--- src/rtl/keccak_pkg.sv ---
// Keccak geometry shared by the squeeze block and the sliced state RAM.
// A slice group carries lane l of slice s at bit s*NUM_LANES + l.
package keccak_pkg;

    localparam int PARALLEL_SLICES = 16;
    localparam int NUM_SUB_ROUNDS  = 64 / PARALLEL_SLICES;
    localparam int RATE_LANES      = 17;
    localparam int NUM_LANES       = 25;
    localparam int LANE_W          = 64;
    localparam int DATA_W          = 32;
    localparam int LEN_W           = 16;
    localparam int STATE_W         = NUM_LANES * PARALLEL_SLICES;
    localparam int WORDS_PER_BLOCK = 2 * RATE_LANES;
    localparam int ADDR_W          = $clog2(NUM_SUB_ROUNDS);
    localparam int SLICE_SH        = $clog2(PARALLEL_SLICES);
    localparam int WORD_IDX_W      = $clog2(WORDS_PER_BLOCK);

    typedef enum logic [2:0] {
        IDLE,
        LOAD,
        FLUSH,
        EMIT,
        PERM,
        WAIT
    } sq_state_t;

    function automatic int group_bit(input int slice, input int lane);
        return slice * NUM_LANES + lane;
    endfunction

endpackage

--- src/rtl/keccak_squeeze_if.sv ---
// Control, state-RAM and output-stream signals of the squeeze block.
interface keccak_squeeze_if;
    import keccak_pkg::*;

    logic                  start;
    logic [LEN_W-1:0]      len;
    logic                  busy;
    logic                  hash_re;
    logic [31:0]           raddr;
    logic [STATE_W-1:0]    state_dout;
    logic                  perm_req;
    logic                  perm_done;
    logic [DATA_W-1:0]     dout;
    logic                  dout_valid;
    logic                  dout_ready;
    logic                  done;

    modport master (
        output start, len, state_dout, perm_done, dout_ready,
        input  busy, hash_re, raddr, perm_req, dout, dout_valid, done
    );

    modport slave (
        input  start, len, state_dout, perm_done, dout_ready,
        output busy, hash_re, raddr, perm_req, dout, dout_valid, done
    );

endinterface

--- src/rtl/squeeze_rate_buffer.sv ---
// Captures the rate lanes of the state one slice group at a time and
// presents 32-bit word k of the block (lane k/2, low half first).
module squeeze_rate_buffer
    import keccak_pkg::*;
(
    input  logic                  clk,
    input  logic                  cap_en,
    input  logic [ADDR_W-1:0]     cap_addr,
    input  logic [STATE_W-1:0]    state_dout,
    input  logic [WORD_IDX_W-1:0] word_idx,
    output logic [DATA_W-1:0]     word
);

    logic [LANE_W-1:0]          lanes [RATE_LANES];
    logic [PARALLEL_SLICES-1:0] grp   [RATE_LANES];
    logic [5:0]                 base;
    logic [LANE_W-1:0]          sel_lane;
    logic                       unused_capacity;

    // Capacity lanes are never captured.
    assign unused_capacity = ^state_dout;

    for (genvar l = 0; l < RATE_LANES; l++) begin : g_lane
        for (genvar s = 0; s < PARALLEL_SLICES; s++) begin : g_slice
            assign grp[l][s] = state_dout[group_bit(s, l)];
        end
    end

    assign base = {cap_addr, {SLICE_SH{1'b0}}};

    always_ff @(posedge clk) begin
        if (cap_en) begin
            for (int l = 0; l < RATE_LANES; l++) begin
                lanes[l][base +: PARALLEL_SLICES] <= grp[l];
            end
        end
    end

    assign sel_lane = lanes[word_idx[WORD_IDX_W-1:1]];
    assign word     = word_idx[0] ? sel_lane[63:32] : sel_lane[31:0];

endmodule

--- src/rtl/keccak_squeeze.sv ---
// Squeeze controller: loads the rate from the state RAM, streams it as
// 32-bit words and requests further permutations until len words are out.
module keccak_squeeze
    import keccak_pkg::*;
(
    input  logic            clk,
    input  logic            rst,
    keccak_squeeze_if.slave sq
);

    sq_state_t               state_q, state_d;
    logic [ADDR_W-1:0]       sub_q, sub_d;
    logic [LEN_W-1:0]        rem_q, rem_d;
    logic [WORD_IDX_W-1:0]   k_q, k_d;
    logic                    done_q, done_d;
    logic                    cap_en_p1;
    logic [ADDR_W-1:0]       cap_addr_p1;
    logic [DATA_W-1:0]       word;

    assign sq.busy       = (state_q != IDLE);
    assign sq.hash_re    = (state_q == LOAD);
    assign sq.raddr      = sq.hash_re ? 32'(sub_q) : 32'd0;
    assign sq.perm_req   = (state_q == PERM);
    assign sq.dout_valid = (state_q == EMIT);
    assign sq.dout       = sq.dout_valid ? word : '0;
    assign sq.done       = done_q;

    always_comb begin
        state_d = state_q;
        sub_d   = sub_q;
        rem_d   = rem_q;
        k_d     = k_q;
        done_d  = 1'b0;
        case (state_q)
            IDLE: begin
                if (sq.start) begin
                    if (sq.len != '0) begin
                        rem_d   = sq.len;
                        k_d     = '0;
                        sub_d   = '0;
                        state_d = LOAD;
                    end else begin
                        done_d = 1'b1;
                    end
                end
            end
            LOAD: begin
                if (sub_q == ADDR_W'(NUM_SUB_ROUNDS - 1)) begin
                    sub_d   = '0;
                    state_d = FLUSH;
                end else begin
                    sub_d = sub_q + ADDR_W'(1);
                end
            end
            FLUSH: state_d = EMIT;
            EMIT: begin
                if (sq.dout_ready) begin
                    rem_d = rem_q - LEN_W'(1);
                    if (rem_q == LEN_W'(1)) begin
                        k_d     = '0;
                        done_d  = 1'b1;
                        state_d = IDLE;
                    end else if (k_q == WORD_IDX_W'(WORDS_PER_BLOCK - 1)) begin
                        k_d     = '0;
                        state_d = PERM;
                    end else begin
                        k_d = k_q + WORD_IDX_W'(1);
                    end
                end
            end
            // A perm_done arriving alongside perm_req is taken here.
            PERM: state_d = sq.perm_done ? LOAD : WAIT;
            WAIT: if (sq.perm_done) state_d = LOAD;
            default: state_d = IDLE;
        endcase
    end

    always_ff @(posedge clk) begin
        if (rst) begin
            state_q   <= IDLE;
            sub_q     <= '0;
            rem_q     <= '0;
            k_q       <= '0;
            done_q    <= 1'b0;
            cap_en_p1 <= 1'b0;
        end else begin
            state_q   <= state_d;
            sub_q     <= sub_d;
            rem_q     <= rem_d;
            k_q       <= k_d;
            done_q    <= done_d;
            cap_en_p1 <= sq.hash_re;
        end
    end

    // p1: RAM data for the previous cycle's raddr is on state_dout.
    always_ff @(posedge clk) begin
        cap_addr_p1 <= sub_q;
    end

    squeeze_rate_buffer u_rate_buffer (
        .clk        (clk),
        .cap_en     (cap_en_p1),
        .cap_addr   (cap_addr_p1),
        .state_dout (sq.state_dout),
        .word_idx   (k_q),
        .word       (word)
    );

endmodule

--- src/flat_wrapper.sv ---
// flat-port wrapper written by rule: the top's interface ports become plain ports
module keccak_squeeze_flat import keccak_pkg::*;
  (clk, rst, sq_start, sq_len, sq_state_dout, sq_perm_done, sq_dout_ready, sq_busy, sq_hash_re, sq_raddr, sq_perm_req, sq_dout, sq_dout_valid, sq_done);
  keccak_squeeze_if sq_i ();
  input  logic clk;
  input  logic rst;
  input wire logic [$bits(sq_i.start)-1:0] sq_start;
  input wire logic [$bits(sq_i.len)-1:0] sq_len;
  input wire logic [$bits(sq_i.state_dout)-1:0] sq_state_dout;
  input wire logic [$bits(sq_i.perm_done)-1:0] sq_perm_done;
  input wire logic [$bits(sq_i.dout_ready)-1:0] sq_dout_ready;
  output wire logic [$bits(sq_i.busy)-1:0] sq_busy;
  output wire logic [$bits(sq_i.hash_re)-1:0] sq_hash_re;
  output wire logic [$bits(sq_i.raddr)-1:0] sq_raddr;
  output wire logic [$bits(sq_i.perm_req)-1:0] sq_perm_req;
  output wire logic [$bits(sq_i.dout)-1:0] sq_dout;
  output wire logic [$bits(sq_i.dout_valid)-1:0] sq_dout_valid;
  output wire logic [$bits(sq_i.done)-1:0] sq_done;
  assign sq_i.start = sq_start;
  assign sq_i.len = sq_len;
  assign sq_i.state_dout = sq_state_dout;
  assign sq_i.perm_done = sq_perm_done;
  assign sq_i.dout_ready = sq_dout_ready;
  assign sq_busy = sq_i.busy;
  assign sq_hash_re = sq_i.hash_re;
  assign sq_raddr = sq_i.raddr;
  assign sq_perm_req = sq_i.perm_req;
  assign sq_dout = sq_i.dout;
  assign sq_dout_valid = sq_i.dout_valid;
  assign sq_done = sq_i.done;
  keccak_squeeze u_core (.clk(clk), .rst(rst), .sq(sq_i));
endmodule
--- config.mk ---
export PLATFORM = sky130hd
export DESIGN_NAME = keccak_squeeze_flat
export DESIGN_NICKNAME = d
export VERILOG_FILES = /design/src/rtl/keccak_pkg.sv /design/src/rtl/keccak_squeeze_if.sv /design/src/rtl/squeeze_rate_buffer.sv /design/src/rtl/keccak_squeeze.sv /design/src/flat_wrapper.sv
export SDC_FILE = /design/constraint.sdc
export NUM_CORES = 2
export LEC_CHECK = 0
export ABC_AREA = 1
export BUFFER_PORTS_ARGS = -buffer_cell sky130_fd_sc_hd__buf_2
export CORE_MARGIN = 5
export CORE_UTILIZATION = 39
export DETAILED_ROUTE_END_ITERATION = 6
export GPL_ROUTABILITY_DRIVEN = 0
export SYNTH_ARGS = -nofsm -noshare
export SYNTH_HDL_FRONTEND = slang
export SYNTH_SLANG_ARGS = --single-unit
--- constraint.sdc ---
create_clock -name clk -period 8.5 [get_ports clk]
set_input_delay 1.275 -clock clk [delete_from_list [all_inputs] [get_ports clk]]
set_output_delay 1.275 -clock clk [all_outputs]
set_load 0.03 [all_outputs]
# Word-level counts from Yosys, hierarchy flattened
# Memory sizes are Yosys's and may differ from the RTL's. A register that Yosys moved wholly into a read port is not among the register bits.
# Cells that the tools add are included.
[word_totals]
reg_bits = 31
ram_bits = 1088
inputBits = 421
output_inout_bits = 69
mem_count = 1
[op_classes]
n_addsub = 4
n_eq_ne = 14
shift = 18
mux = 35
n_reduce_logical = 8
[mem_list]
columns = ["memory", "words", "word_bits", "read_ports", "rd_clocked_by_memory_dff", "write_ports", "line", "text"]
rows = [
  ["u_core.u_rate_buffer.lanes", 17, 64, 1, 1, 17, "squeeze_rate_buffer.sv:14", "logic [LANE_W-1:0] lanes [RATE_LANES];"],
]
[op_table]
columns = ["operator", "n"]
rows = [
  ["16-bit by 8-bit variable part select with 64-bit output", 17],
  ["32-bit 2-to-1 mux", 2],
  ["64-bit 2-to-1 mux", 1],
  ["16-bit by 8-bit variable shift with 64-bit output, first input constant", 1],
  ["16-bit 2-to-1 mux", 3],
  ["16-bit case mux with 2 select lines", 1],
  ["6-bit 2-to-1 mux", 5],
  ["3-bit 2-to-1 mux", 8],
  ["3-bit case mux with 6 select lines", 1],
  ["16-bit by 1-bit == test with 1-bit output, second input constant", 1],
  ["16-bit nonzero test", 1],
  ["16-bit by 1-bit subtractor with 16-bit output, second input constant", 1],
  ["6-bit case mux with 2 select lines", 1],
  ["5-bit 2-to-1 mux", 2],
  ["2-bit 2-to-1 mux", 4],
  ["2-bit != test, second input constant", 4],
  ["6-bit negator with 8-bit output", 1],
  ["6-bit by 1-bit adder with 6-bit output, second input constant", 1],
  ["3-bit by 2-bit == test with 1-bit output, second input constant", 2],
  ["3-bit == test, second input constant", 2],
  ["6-bit == test, second input constant", 1],
  ["6-bit AND reduction", 1],
  ["1-bit 2-to-1 mux", 5],
  ["2-bit case mux with 2 select lines", 1],
  ["11 further kinds", 12],
]

# Depth between registers and ports, before layout
[depth]
word_depth = 7
depth_mapped = 13

# By module
# Synthesis repeated with hierarchy kept, for this count alone.
[unflattened]
cells_unflattened = 5744
area_unflattened_um2 = 52824.4
[by_module_without_submodules]
columns = ["mod", "instances", "cells_per_inst", "area_each_um2", "seq_area_each_um2"]
rows = [
  ["squeeze_rate_buffer", 1, 5288, 50196.9, 32671.3],
  ["keccak_squeeze", 1, 456, 2627.5, 620.6],
]

# Worst setup path after synthesis
# OpenSTA, ideal clock, no wires.
[synth_path]
kind = "reg-to-reg"
start = "register u_core.cap_addr_p1[0]"
end = "memory u_core.u_rate_buffer.lanes[0][0], enable pin"
t_arrival_ns = 5.876
required_ns = 7.877
path_slack_ns = 2.002
stages_incl_launch_ff = 5
path_buffers = 0
cell_sequence = "dfxtp_1 > inv_1 > ha_1 > nand2_1 > inv_1"
[synth_rtl]
columns = ["item", "line", "text"]
rows = [
  ["start: declaration", "keccak_squeeze.sv:17", "logic [ADDR_W-1:0] cap_addr_p1;"],
  ["start signal: assignment", "keccak_squeeze.sv:98", "cap_addr_p1 <= sub_q;"],
  ["end: declaration", "squeeze_rate_buffer.sv:14", ""],
]

==> impl_metrics.env <==
export IMPL_cts_resized=0
export IMPL_drive_above_1_share_pct=9.659
export IMPL_cts_buffers_inserted=114
export IMPL_die_x_um=374.2
export IMPL_cts_sinks=1124
export IMPL_violations="design-rule violations"
export IMPL_synth_seq_area_share_pct=64.55
export IMPL_vdd_drop_max_v=0.0002894
export IMPL_start_kind="flip-flop"
export IMPL_io_buffers=331
export IMPL_crit_top_cell="nand2_1"
export IMPL_clk_latency_ns=0.72
export IMPL_skew_ns=0.02238
export IMPL_wirelength_um=167100
export IMPL_fin_setup_tns_ns=0
export IMPL_vias_per_cell=5.283
export IMPL_grt_max_degree=230
export IMPL_syn_avg_cell_area_um2=9.346
export IMPL_clock_path_buffers=3
export IMPL_syn_area_um2=51730
export IMPL_power_mw=16.94
export IMPL_grt_pass1_vias=36700
export IMPL_synth_top_cell_by_area="edfxtp_1"
export IMPL_wl_per_cell_um=22.27
export IMPL_dr_pass1_iters=7
export IMPL_cp_cell_sequence="buf_4, buf_12, nand2_1, nand3_1, nand3_1, nand2_1, nand2_1, nand3_1, nand2_1, a21oi_1, buf_2"
export IMPL_ys_types=30
export IMPL_ant_nets=0
export IMPL_hold_viol_final=0
export IMPL_required_ns=7.22
export IMPL_num_rows=133
export IMPL_crit_type="flip-flop to output port"
export IMPL_grt_setup_unrepaired="false"
export IMPL_grt_first_pass_wirelength_um=244100
export IMPL_dieArea_um2=140000
export IMPL_dp_cells=7295
export IMPL_final_max_slew_violation_count=0
export IMPL_via_count=39660
export IMPL_grt_usage_pct=23.14
export IMPL_synthCells=5535
export IMPL_regArea_um2=33400
export IMPL_synth_seq_cells=1124
export IMPL_max_stage_delay_ns=0.79
export IMPL_cts_root_buf="clkbuf_16"
export IMPL_critPathMaxFanout=185
export IMPL_route_detailed_drc=6
export IMPL_postCtsSetupRepairBufs=0
export IMPL_hold_path_class="flip-flop to flip-flop"
export IMPL_yosys_warnings=0
export IMPL_finalSetupViolations=0
export IMPL_antenna_found_initial=17
export IMPL_synth_top_area_share_pct=63.16
export IMPL_postCtsHoldBufs=0
export IMPL_htreeDepth=3
export IMPL_cts_tree="built"
export IMPL_n_fill_cell=12650
export IMPL_dpl_hpwl_um=105900
export IMPL_drtIter0Drc=4695
export IMPL_core_um2=131600
export IMPL_yosys_top_cells_area="edfxtp_1, nand2_1, nor2_1"
export IMPL_fmax_mhz=162.2
export IMPL_crit_arrival_ns=4.89
export IMPL_maxCapViolCount=0
export IMPL_cp_slowest_cell="dfxtp_4"
export IMPL_maxSlewHeadroom_pct=27.52
export IMPL_multiInputGateArea_um2=15370
export IMPL_min_period_over_period_pct=72.55
export IMPL_start_util_pct=39.30
export IMPL_leakagePower_nw=23.61
export IMPL_status="finished with violations"
export IMPL_final_nets=6087
export IMPL_worstMarginPinSlew_ns=1.087
export IMPL_die_h_um=374.2
export IMPL_end_kind="output port"
export IMPL_pin_count=490
export IMPL_instances_no_fill=7507
export IMPL_clk_pin_slew_ns=0.06
export IMPL_period_minus_slack_ns=6.167
export IMPL_power_density_nw_per_um2=292.3
export IMPL_synthToLayoutAreaGrowth_pct=12.00
export IMPL_overflow=0
## state kept, by name, summed over array words and instances (netlist names), named ones only
| name | cells |
|---|---|
| u_core.u_rate_buffer.lanes | 1088 |
| u_core.rem_q | 16 |
| u_core.k_q | 6 |
| u_core.state_q | 3 |
| u_core.cap_addr_p1 | 2 |
| u_core.sub_q | 2 |
| u_core.cap_en_p1 | 1 |
| u_core.sq.done | 1 |
## cell families (layout without fill, tap and decap cells)
| group | Yosys count | after routing | share of synthesized area (%) |
|---|---|---|---|
| AND/OR/NAND/NOR | 3595 | 3595 | 28.30 |
| flip-flops | 1124 | 1124 | 64.55 |
| buffers and inverters | 718 | 900 | 6.022 |
| AO/OA/AOI/OAI | 82 | 82 | 0.7982 |
| adder cells (fa/ha/maj) | 10 | 10 | 0.2419 |
| XOR/XNOR | 5 | 5 | 0.08465 |
| other | 1 | 36 | 0.007249 |
## synthesized netlist by cell type
master	instances
buf_1	17
nor2_1	1283
inv_4	1
nand3_2	2
nand3b_1	1
o21ai_1	2
buf_4	59
or2_2	1
nor3_1	6
clkbuf_1	167
conb_1	1
nand3_1	858
inv_1	317
a31oi_1	2
xor2_1	5
nand2_1	1434
buf_6	1
nand4_1	4
nand3_4	1
buf_2	151
nor4_1	2
nor2_4	1
nand2_2	1
inv_2	5
dfxtp_1	36
a21oi_1	54
ha_1	10
or2_4	1
edfxtp_1	1088
o21ai_0	24
## final cells by class
class | count | area share [%]
clock buffers | 143 | 5.202
inverters | 323 | 2.196
clock inverters | 63 | 1.015
diodes | 6 | 0.02591
well taps | 1755 | 3.790
multi-input cells | 3722 | 26.52
flip-flops and latches | 1124 | 57.65
repair buffers | 371 | 3.593
## metal layers
metal / GRT usage [%] / vias up / routed length [µm]
li1: - / 18330 / -
met3: 3.278 / 258 / 13400
met4: 11.47 / 18 / 9200
met1: 33.11 / 19360 / 71020
met5: 0 / - / 102
met2: 34.65 / 1701 / 73430
## cells in the final DEF, fill, tap and decap left out, types with 3 or more instances in the layout
| cell type | Yosys | layout |
|---|---|---|
| nor3_1 | 6 | 6 |
| inv_6 | 0 | 6 |
| inv_1 | 317 | 310 |
| dfxtp_1 | 36 | 32 |
| diode_2 | 0 | 6 |
| dfxtp_4 | 0 | 3 |
| a21oi_1 | 54 | 54 |
| xor2_1 | 5 | 5 |
| nor2_1 | 1283 | 1283 |
| clkbuf_16 | 0 | 116 |
| nand2_4 | 0 | 3 |
| clkinv_1 | 0 | 24 |
| buf_12 | 0 | 10 |
| buf_4 | 59 | 30 |
| clkbuf_1 | 167 | 26 |
| bufinv_16 | 0 | 10 |
| buf_2 | 151 | 331 |
| nand4_1 | 4 | 4 |
| nand3_1 | 858 | 857 |
| conb_1 | 1 | 30 |
| o21ai_0 | 24 | 24 |
| nand2_1 | 1434 | 1431 |
| inv_8 | 0 | 5 |
| clkinvlp_4 | 0 | 3 |
| ha_1 | 10 | 10 |
| inv_2 | 5 | 5 |
| edfxtp_1 | 1088 | 1088 |
| clkinv_2 | 0 | 20 |
## worst max-delay path, delay by kind of cell (launching register included)
family | cells | cell delay [ns]
buffers and inverters | 3 | 1.64
AOI/OAI and AO/OA | 1 | 0.54
and+or+nand+nor | 7 | 0.95
DFF | 1 | 0.79
## final timing paths
check / to / from / slack, ns / cells after the start
min reg2reg: u_core.cap_addr_p1[1]$_DFF_P_ / u_core.sub_q[1]$_SDFFE_PP0P_ / 0.40 / 0
min: u_core.cap_addr_p1[1]$_DFF_P_ / u_core.sub_q[1]$_SDFFE_PP0P_ / 0.40 / 0
max: sq_dout[17] / flip-flop / 2.33 / 11
max reg2reg: u_core.u_rate_buffer.lanes[2][47]$_DFFE_PP_ / u_core.cap_addr_p1[0]$_DFF_P_ / 5.46 / 7
## stage by stage
stage / hold WS [ns] / utilization, % / instance area, µm² / worst slack (ns)
after floorplan: 0.3679 / - / 51840 / 2.002
after global placement: 0.3935 / 41.27 / 54320 / 3.150
after detailed placement: 0.3962 / 41.27 / 54320 / 3.150
after CTS: 0.4041 / 44.01 / 57920 / 2.368
after global routing: 0.4219 / 44.01 / 57930 / 2.148
final: 0.3985 / 44.02 / 57940 / 2.333
## power breakdown
part | total (mW) | switching, mW | internal (mW)
combinational | 4.95 | 3.78 | 1.17
clock | 4.94 | 2.14 | 2.80
sequential | 7.04 | 0.186 | 6.86
total | 16.9 | 6.11 | 10.8
(Power assumes the default switching activity.)
